**config.mk**
```make
export PLATFORM = sky130hd
export DESIGN_NAME = conv_pe_array_param
export DESIGN_NICKNAME = d
export VERILOG_FILES = /design/src/rtl/conv_pe_array_param.sv
export SDC_FILE = /design/constraint.sdc
export NUM_CORES = 2
export LEC_CHECK = 0
export CORE_UTILIZATION = 30
export CTS_CLUSTER_SIZE = 10
export DETAILED_ROUTE_END_ITERATION = 10
export DONT_BUFFER_PORTS = 1
export GPL_ROUTABILITY_DRIVEN = 0
export PLACE_DENSITY = 0.42
export SLEW_MARGIN = 10
export SYNTH_ARGS = -nofsm -noshare
export SYNTH_HDL_FRONTEND = slang
export SYNTH_SLANG_ARGS = --single-unit
```
**constraint.sdc**
```tcl
create_clock -name clk -period 39.8 [get_ports clk]
set_input_delay 7.96 -clock clk [delete_from_list [all_inputs] [get_ports clk]]
set_output_delay 7.96 -clock clk [all_outputs]
set_load 0.01 [all_outputs]
```
**src/rtl/conv_pe_array_param.sv**
```systemverilog
// Valid-mode 2-D convolution of an IN_H x IN_W ifmap with a K x K filter.
// The ifmap, the filter and relu_en are latched at start. K signed multipliers
// (one per filter column) feed an ACC_W accumulator over K cycles per output pixel.
// Each pixel is then shifted right by FRAC, saturated to DATA_W, optionally passed
// through ReLU, and emitted over a valid/ready handshake.
// Ports: clk/rst (sync, active-high); start, relu_en, ifmap_in_flat, filter_in_flat in;
//        out_valid/out_ready/out_data/out_row/out_col result stream; busy, done status.
module conv_pe_array_param #(
  parameter int DATA_W = 16,
  parameter int K      = 3,
  parameter int IN_H   = 5,
  parameter int IN_W   = 5,
  parameter int ACC_W  = 40,
  parameter int FRAC   = 0,
  localparam int OUT_H = IN_H - K + 1,
  localparam int OUT_W = IN_W - K + 1,
  localparam int ROW_W = (OUT_H > 1) ? $clog2(OUT_H) : 1,
  localparam int COL_W = (OUT_W > 1) ? $clog2(OUT_W) : 1
) (
  input  logic                       clk,
  input  logic                       rst,
  input  logic                       start,
  input  logic                       relu_en,
  input  logic [IN_H*IN_W*DATA_W-1:0] ifmap_in_flat,
  input  logic [K*K*DATA_W-1:0]      filter_in_flat,
  output logic                       out_valid,
  input  logic                       out_ready,
  output logic [DATA_W-1:0]          out_data,
  output logic [ROW_W-1:0]           out_row,
  output logic [COL_W-1:0]           out_col,
  output logic                       busy,
  output logic                       done
);

  localparam int KR_W = (K > 1) ? $clog2(K) : 1;

  // Saturation bounds, held at accumulator width for a signed compare.
  localparam logic signed [ACC_W-1:0] SAT_MAX = {{(ACC_W-DATA_W+1){1'b0}}, {(DATA_W-1){1'b1}}};
  localparam logic signed [ACC_W-1:0] SAT_MIN = {{(ACC_W-DATA_W+1){1'b1}}, {(DATA_W-1){1'b0}}};
  localparam logic [DATA_W-1:0] MAX_D = {1'b0, {(DATA_W-1){1'b1}}};
  localparam logic [DATA_W-1:0] MIN_D = {1'b1, {(DATA_W-1){1'b0}}};

  if (ACC_W < 2*DATA_W + $clog2(K*K)) begin : g_acc_w_check
    $error("conv_pe_array_param: ACC_W too narrow for a K*K sum of products");
  end
  if (IN_H < K || IN_W < K) begin : g_dim_check
    $error("conv_pe_array_param: ifmap smaller than filter");
  end

  typedef enum logic [1:0] {IDLE, COMP, EMIT, DONE} state_t;
  state_t state, state_nxt;

  logic [IN_H*IN_W*DATA_W-1:0] ifmap_q;
  logic [K*K*DATA_W-1:0]       filter_q;
  logic                        relu_q;
  logic signed [ACC_W-1:0]     acc, row_sum, acc_sum, y_shift;
  logic [KR_W-1:0]             kr;
  logic [ROW_W-1:0]            r;
  logic [COL_W-1:0]            c;
  logic [DATA_W-1:0]           res;
  logic signed [DATA_W-1:0]    a, b;
  logic signed [2*DATA_W-1:0]  prod;
  logic                        last_tap, last_px;

  assign last_tap = (kr == KR_W'(K-1));
  assign last_px  = (r == ROW_W'(OUT_H-1)) && (c == COL_W'(OUT_W-1));

  // One filter row per cycle: K products of the current window row, summed.
  always_comb begin
    row_sum = '0;
    a       = '0;
    b       = '0;
    prod    = '0;
    for (int kc = 0; kc < K; kc++) begin
      a       = ifmap_q[((int'(r) + int'(kr))*IN_W + int'(c) + kc)*DATA_W +: DATA_W];
      b       = filter_q[(int'(kr)*K + kc)*DATA_W +: DATA_W];
      prod    = (2*DATA_W)'(a) * (2*DATA_W)'(b);
      row_sum = row_sum + ACC_W'(prod);
    end
  end

  // Result formatting is applied to the sum that includes the final filter row,
  // so out_data is ready in the same edge that enters EMIT.
  always_comb begin
    acc_sum = acc + row_sum;
    y_shift = acc_sum >>> FRAC;
    if (y_shift > SAT_MAX)      res = MAX_D;
    else if (y_shift < SAT_MIN) res = MIN_D;
    else                        res = y_shift[DATA_W-1:0];
    if (relu_q && res[DATA_W-1]) res = '0;
  end

  always_comb begin
    state_nxt = state;
    case (state)
      IDLE: if (start)     state_nxt = COMP;
      COMP: if (last_tap)  state_nxt = EMIT;
      EMIT: if (out_ready) state_nxt = last_px ? DONE : COMP;
      DONE:                state_nxt = IDLE;
      default:             state_nxt = IDLE;
    endcase
  end

  // Operand latches; their contents do not matter after reset, so they carry none.
  always_ff @(posedge clk) begin
    if (state == IDLE && start) begin
      ifmap_q  <= ifmap_in_flat;
      filter_q <= filter_in_flat;
      relu_q   <= relu_en;
    end
  end

  always_ff @(posedge clk) begin
    if (rst) begin
      state    <= IDLE;
      acc      <= '0;
      kr       <= '0;
      r        <= '0;
      c        <= '0;
      out_data <= '0;
    end else begin
      state <= state_nxt;
      case (state)
        IDLE: if (start) begin
          acc <= '0;
          kr  <= '0;
          r   <= '0;
          c   <= '0;
        end
        COMP: begin
          acc <= acc_sum;
          if (last_tap) out_data <= res;
          else          kr       <= kr + KR_W'(1);
        end
        EMIT: if (out_ready && !last_px) begin
          acc <= '0;
          kr  <= '0;
          if (c == COL_W'(OUT_W-1)) begin
            c <= '0;
            r <= r + ROW_W'(1);
          end else begin
            c <= c + COL_W'(1);
          end
        end
        default: ;
      endcase
    end
  end

  assign out_valid = (state == EMIT);
  assign busy      = (state != IDLE);
  assign done      = (state == DONE);
  assign out_row   = r;
  assign out_col   = c;

endmodule

```
Yosys cells after proc, flatten, opt, wreduce, memory -nomap -nowiden
Cells that the tools add are included.
{"block": "op_classes", "addsub": 12, "n_mul": 5, "n_lt_le_gt_ge": 2, "eq_ne": 12, "n_shift": 6, "muxes": 21, "reduce_logical": 15}
{"op": "400-bit by 12-bit variable part select with 16-bit output", "count": 1}
{"op": "400-bit by 13-bit variable part select with 16-bit output", "count": 1}
{"op": "400-bit by 32-bit variable part select with 16-bit output", "count": 1}
{"op": "144-bit by 10-bit variable part select with 16-bit output", "count": 1}
{"op": "144-bit by 32-bit variable part select with 16-bit output", "count": 1}
{"op": "144-bit by 9-bit variable part select with 16-bit output", "count": 1}
{"op": "40-bit one-hot mux with 3 select lines", "count": 1}
{"op": "16-bit by 16-bit multiplier with 32-bit output", "count": 3}
{"op": "40-bit two-way mux", "count": 2}
{"op": "28-bit by 2-bit adder with 28-bit output, second input constant", "count": 2}
{"op": "16-bit two-way mux", "count": 3}
{"op": "40-bit by 34-bit adder with 40-bit output", "count": 1}
{"op": "40-bit by 16-bit greater-than comparator with 1-bit output, second input constant", "count": 1}
{"op": "40-bit by 16-bit < comparator with 1-bit output, second input constant", "count": 1}
{"op": "33-bit by 32-bit adder with 34-bit output", "count": 1}
{"op": "32-bit by 32-bit adder with 33-bit output", "count": 1}
{"op": "2-bit two-way mux", "count": 11}
{"op": "2-bit equality test, second input constant", "count": 5}
{"op": "3-bit AND reduction", "count": 3}
{"op": "7-bit by 2-bit adder with 8-bit output, second input constant", "count": 1}
{"op": "2-bit one-hot mux with 2 select lines", "count": 2}
{"op": "2-bit one-hot mux with 4 select lines", "count": 1}
{"op": "4-bit AND reduction", "count": 2}
{"op": "6-bit by 2-bit adder with 7-bit output", "count": 1}
{"op": "other kinds (15)", "count": 25}
{"block": "totals", "reg_bits": 609, "inputBits": 549, "out_inout_bits": 23, "elab_cells": 82}

Logic depth before layout (Yosys ltp)
{"block": "logic_depth", "depth_word": 14, "depth_mapped": 48, "ltp_nobuf": 43}

Least setup slack after synthesis
No wires, ideal clock.
{"block": "synth_path", "path_kind": "input to register", "startpoint": "in start", "endpoint": "reg r[1], in the netlist out_row[1]", "arrival_time_ns": 33.045, "required_time_ns": 39.729, "setup_slack_ns": 6.684, "path_stages": 5, "path_buffers": 0, "cell_sequence": "inv_1 -> nor2_1 -> a21oi_1 -> or3_1 -> a21oi_1"}
{"block": "synth_between", "elab_chain_cells": 2}
{"item": "start: declaration", "line_no": "22", "source": "input logic start,"}
{"item": "2-bit != test (no source line)"}
{"item": "4-bit AND reduction (no source line)"}
{"item": "end signal: assignment", "line_no": "140", "source": "r <= r + ROW_W'(1);"}
{"item": "end: declaration", "line_no": "58", "source": "logic [ROW_W-1:0] r;"}
Every way passes these cells.
A chain may end at the register's enable or synchronous reset.

Final worst setup path
{"block": "layout_path", "startpoint": "reg kr[0]", "endpoint": "reg out_data[12]"}
{"block": "layout_between", "elab_chain_cells": 14, "elab_cells_between_ends": 28}
{"item": "start: declaration", "line_no": "57", "source": "logic [KR_W-1:0] kr;"}
{"item": "start signal: assignment", "line_no": "133", "source": "else kr <= kr + KR_W'(1);"}
{"item": "2-bit by 2-bit adder with 3-bit output", "line_no": "75", "source": "a = ifmap_q[((int'(r) + int'(kr))*IN_W + int'(c) + kc)*DATA_W +: DATA_W];"}
{"item": "3-bit by 3-bit multiplier with 6-bit output", "line_no": "75"}
{"item": "6-bit by 2-bit adder with 7-bit output", "line_no": "75"}
{"item": "28-bit by 2-bit adder with 28-bit output", "line_no": "75"}
{"item": "400-bit by 32-bit variable part select with 16-bit output", "line_no": "75"}
{"item": "16-bit by 16-bit multiplier with 32-bit output", "line_no": "77", "source": "prod = (2*DATA_W)'(a) * (2*DATA_W)'(b);"}
{"item": "32-bit by 32-bit adder with 33-bit output", "line_no": "78", "source": "row_sum = row_sum + ACC_W'(prod);"}
{"item": "33-bit by 32-bit adder with 34-bit output", "line_no": "78"}
{"item": "40-bit by 34-bit adder with 40-bit output", "line_no": "85", "source": "acc_sum = acc + row_sum;"}
{"item": "40-bit by 16-bit < comparator with 1-bit output", "line_no": "88", "source": "else if (y_shift < SAT_MIN) res = MIN_D;"}
{"item": "16-bit two-way mux", "line_no": "88"}
{"item": "16-bit two-way mux", "line_no": "87", "source": "if (y_shift > SAT_MAX) res = MAX_D;"}
{"item": "1-bit logical AND", "line_no": "90", "source": "if (relu_q && res[DATA_W-1]) res = '0;"}
{"item": "16-bit two-way mux", "line_no": "90"}
{"item": "end signal: assignment", "line_no": "132", "source": "if (last_tap) out_data <= res;"}
{"item": "end: declaration", "line_no": "28", "source": "output logic [DATA_W-1:0] out_data,"}
Parallel ways exist; a longest one is shown, timed or not.

==> metrics.yaml <==
status: "complete, no violations"
grt_use_total_pct: 21.2
first_iter_violations: 3523
die_x_um: 459
slowest_delay_ns: 0.84
synth_edf_count: 545
cts_tree: "done"
synth_area_um2: 62700
yosysSeqAreaShare_pct: 28.1
ys_ff_latch: 609
post_drt_wl_per_cell_um: 26.4
num_rows: 167
synth.avg_cell_area_um2: 11.3
fin_crit_sh_pct: 38.4
syn_inst: 5532
clk_latency_ns: 0.70
tightestPinTransition_ns: 1.17
portBuffers: 0
cp.buffers_inverters: 6
yosys_warnings: 0
crit_slowest_cell: "nor2_1"
die_area_um2: 211000
io_pins: 572
synthArstFlopShare_pct: 0
skew_ns: 0.0418
cp_common_cell: "fa_1"
grt_antenna_before_repair: 66
final_cell_mix: "inv_1 (1095), fa_1 (1038), nand2_1 (622), edfxtp_1 (545), nor2_1 (440)"
grt_max_degree: 143
cp-end-kind: "flip-flop"
syn2layout_area_growth_pct: 9.82
fin_nets: 7290
final_antenna_net_count: 0
critical_path.top_delay_family: "adder cells"
viasPerCell: 5.04
critical_path.max_fanout: 49
dieHeight_um: 459
cts_setup_buffers: 0
multi_input_area_um2: 40200
wl_um: 221000
cts_hold_buf: 0
worstPathRequired_ns: 40.44
synth_flop_cell: "edfxtp_1"
htreeDepth: 3
core_area_um2: 207000
slew_viol_final: 0
grt_pass1_wl_um: 324000
cap_violations: 0
numCtsBuffers: 78
synth_cell_types: 85
cts.sinks: 609
start_kind: "flip-flop"
cts_resized: 0
path_clk_slew_ns: 0.06
start_util_pct: 30.2
finalSetupViolCount: 0
cp.arrival_ns: 15.94
tns_ns: 0
hpwl_um: 183000
dr.pass1.iters: 5
min_period_ns: 15.30
post_route_cells_drive_above_1_share_pct: 11.0
final_core_util_pct: 33.2
hp-class: "flip-flop to flip-flop"
rsz0062_at_grt: "no"
cts_max_path_buffers: 3
post-route-drc-count: 0
cts-root-buf: "clkbuf_16"
grt_pass1_vias: 44700
fillers: 20900
hold_viol: 0
overflow: 0
vias: 42000
synth_nets: 7334
final_common_cell: "inv_1"
path_class: "flip-flop to flip-flop"
slew_headroom_pct: 21.9
rrSetupSlack_ns: 24.50
max_freq_mhz: 65.3
seqCellArea_um2: 17700
## per-stage QoR
| stage | hold slack (ns) | instances | worst slack [ns] | instance area, um^2 |
|---|---|---|---|---|
| 6_report | 0.517 | 8346 | 24.50 | 68900 |
| 5_1_grt | 0.525 | 8328 | 23.76 | 68800 |
| 4_1_cts | 0.509 | 8313 | 24.46 | 68800 |
| 3_5_place_dp | 0.497 | 8196 | 24.65 | 66500 |
| 3_3_place_gp | 0.492 | 8196 | 24.79 | 66500 |
| 2_1_floorplan | 0.465 | 5532 | 6.68 | 62700 |
## state kept, by name (all words and copies together) (netlist names)
name,count
ifmap_q,400
filter_q,144
acc,40
out_data,16
kr,2
out_col,2
out_row,2
state,2
relu_q,1
## worst paths after layout
kind                                     startpoint                   endpoint  depth (start not counted)
worst max-delay path             kr[0]$_SDFFE_PP0P_  out_data[12]$_SDFFE_PP0P_                         40
worst min-delay path            acc[2]$_SDFFE_PP0P_        acc[2]$_SDFFE_PP0P_                          2
worst max register to register   kr[0]$_SDFFE_PP0P_  out_data[12]$_SDFFE_PP0P_                         40
worst min register to register  acc[2]$_SDFFE_PP0P_        acc[2]$_SDFFE_PP0P_                          2
## cells in the mapped netlist (57+ instances only)
master	n	share of area, %
clkbuf_1	179	1.1
mux2i_1	114	1.8
mux2_2	78	1.4
o21ai_0	78	0.62
inv_1	1095	6.6
ha_1	214	4.3
a21oi_1	147	1.2
edfxtp_1	545	26
fa_1	1039	33
dfxtp_1	64	2.0
nand2_1	622	3.7
nor2_1	443	2.7
mux4_2	215	7.7
buf_2	57	0.45
## worst min-delay path, delay by kind of cell, from the launching register on
family	cells	cell delay (ns)
flops	1	0.33
compound gates	1	0.07
simple gates	1	0.08
## layer usage
layer	up-vias	global-route usage (%)	wire (um)
li1	17900	-	-
met1	22300	30.6	101000
met2	1527	32.3	97600
met3	261	4.93	17000
met4	36	4.73	4880
met5	-	0	232
## layout make-up
class,instances,share of cell area [%]
Clock inverter,21,0.309
Inverter,1097,5.98
Timing Repair Buffer,136,1.52
Clock buffer,96,3.09
Sequential cell,609,25.6
Tap cell,2788,5.06
Antenna cell,33,0.120
Multi-Input combinational cell,3566,58.3
## logic make-up (layout without fill, tap and decap cells)
family | Yosys count | in the layout | share of synthesized area, %
other | 0 | 33 | 0
adders and majority gates | 1253 | 1253 | 37.4
AOI/OAI and AO/OA | 547 | 547 | 5.74
and+or+nand+nor | 1309 | 1309 | 8.80
buffers and inverters | 1357 | 1350 | 8.26
muxes | 407 | 407 | 10.9
DFF | 609 | 609 | 28.1
xor gates and xnor gates | 50 | 50 | 0.698
Power is left out: the tool's default activity adds up to more than one toggle a clock period on the data nets, which glitch-free logic cannot reach.
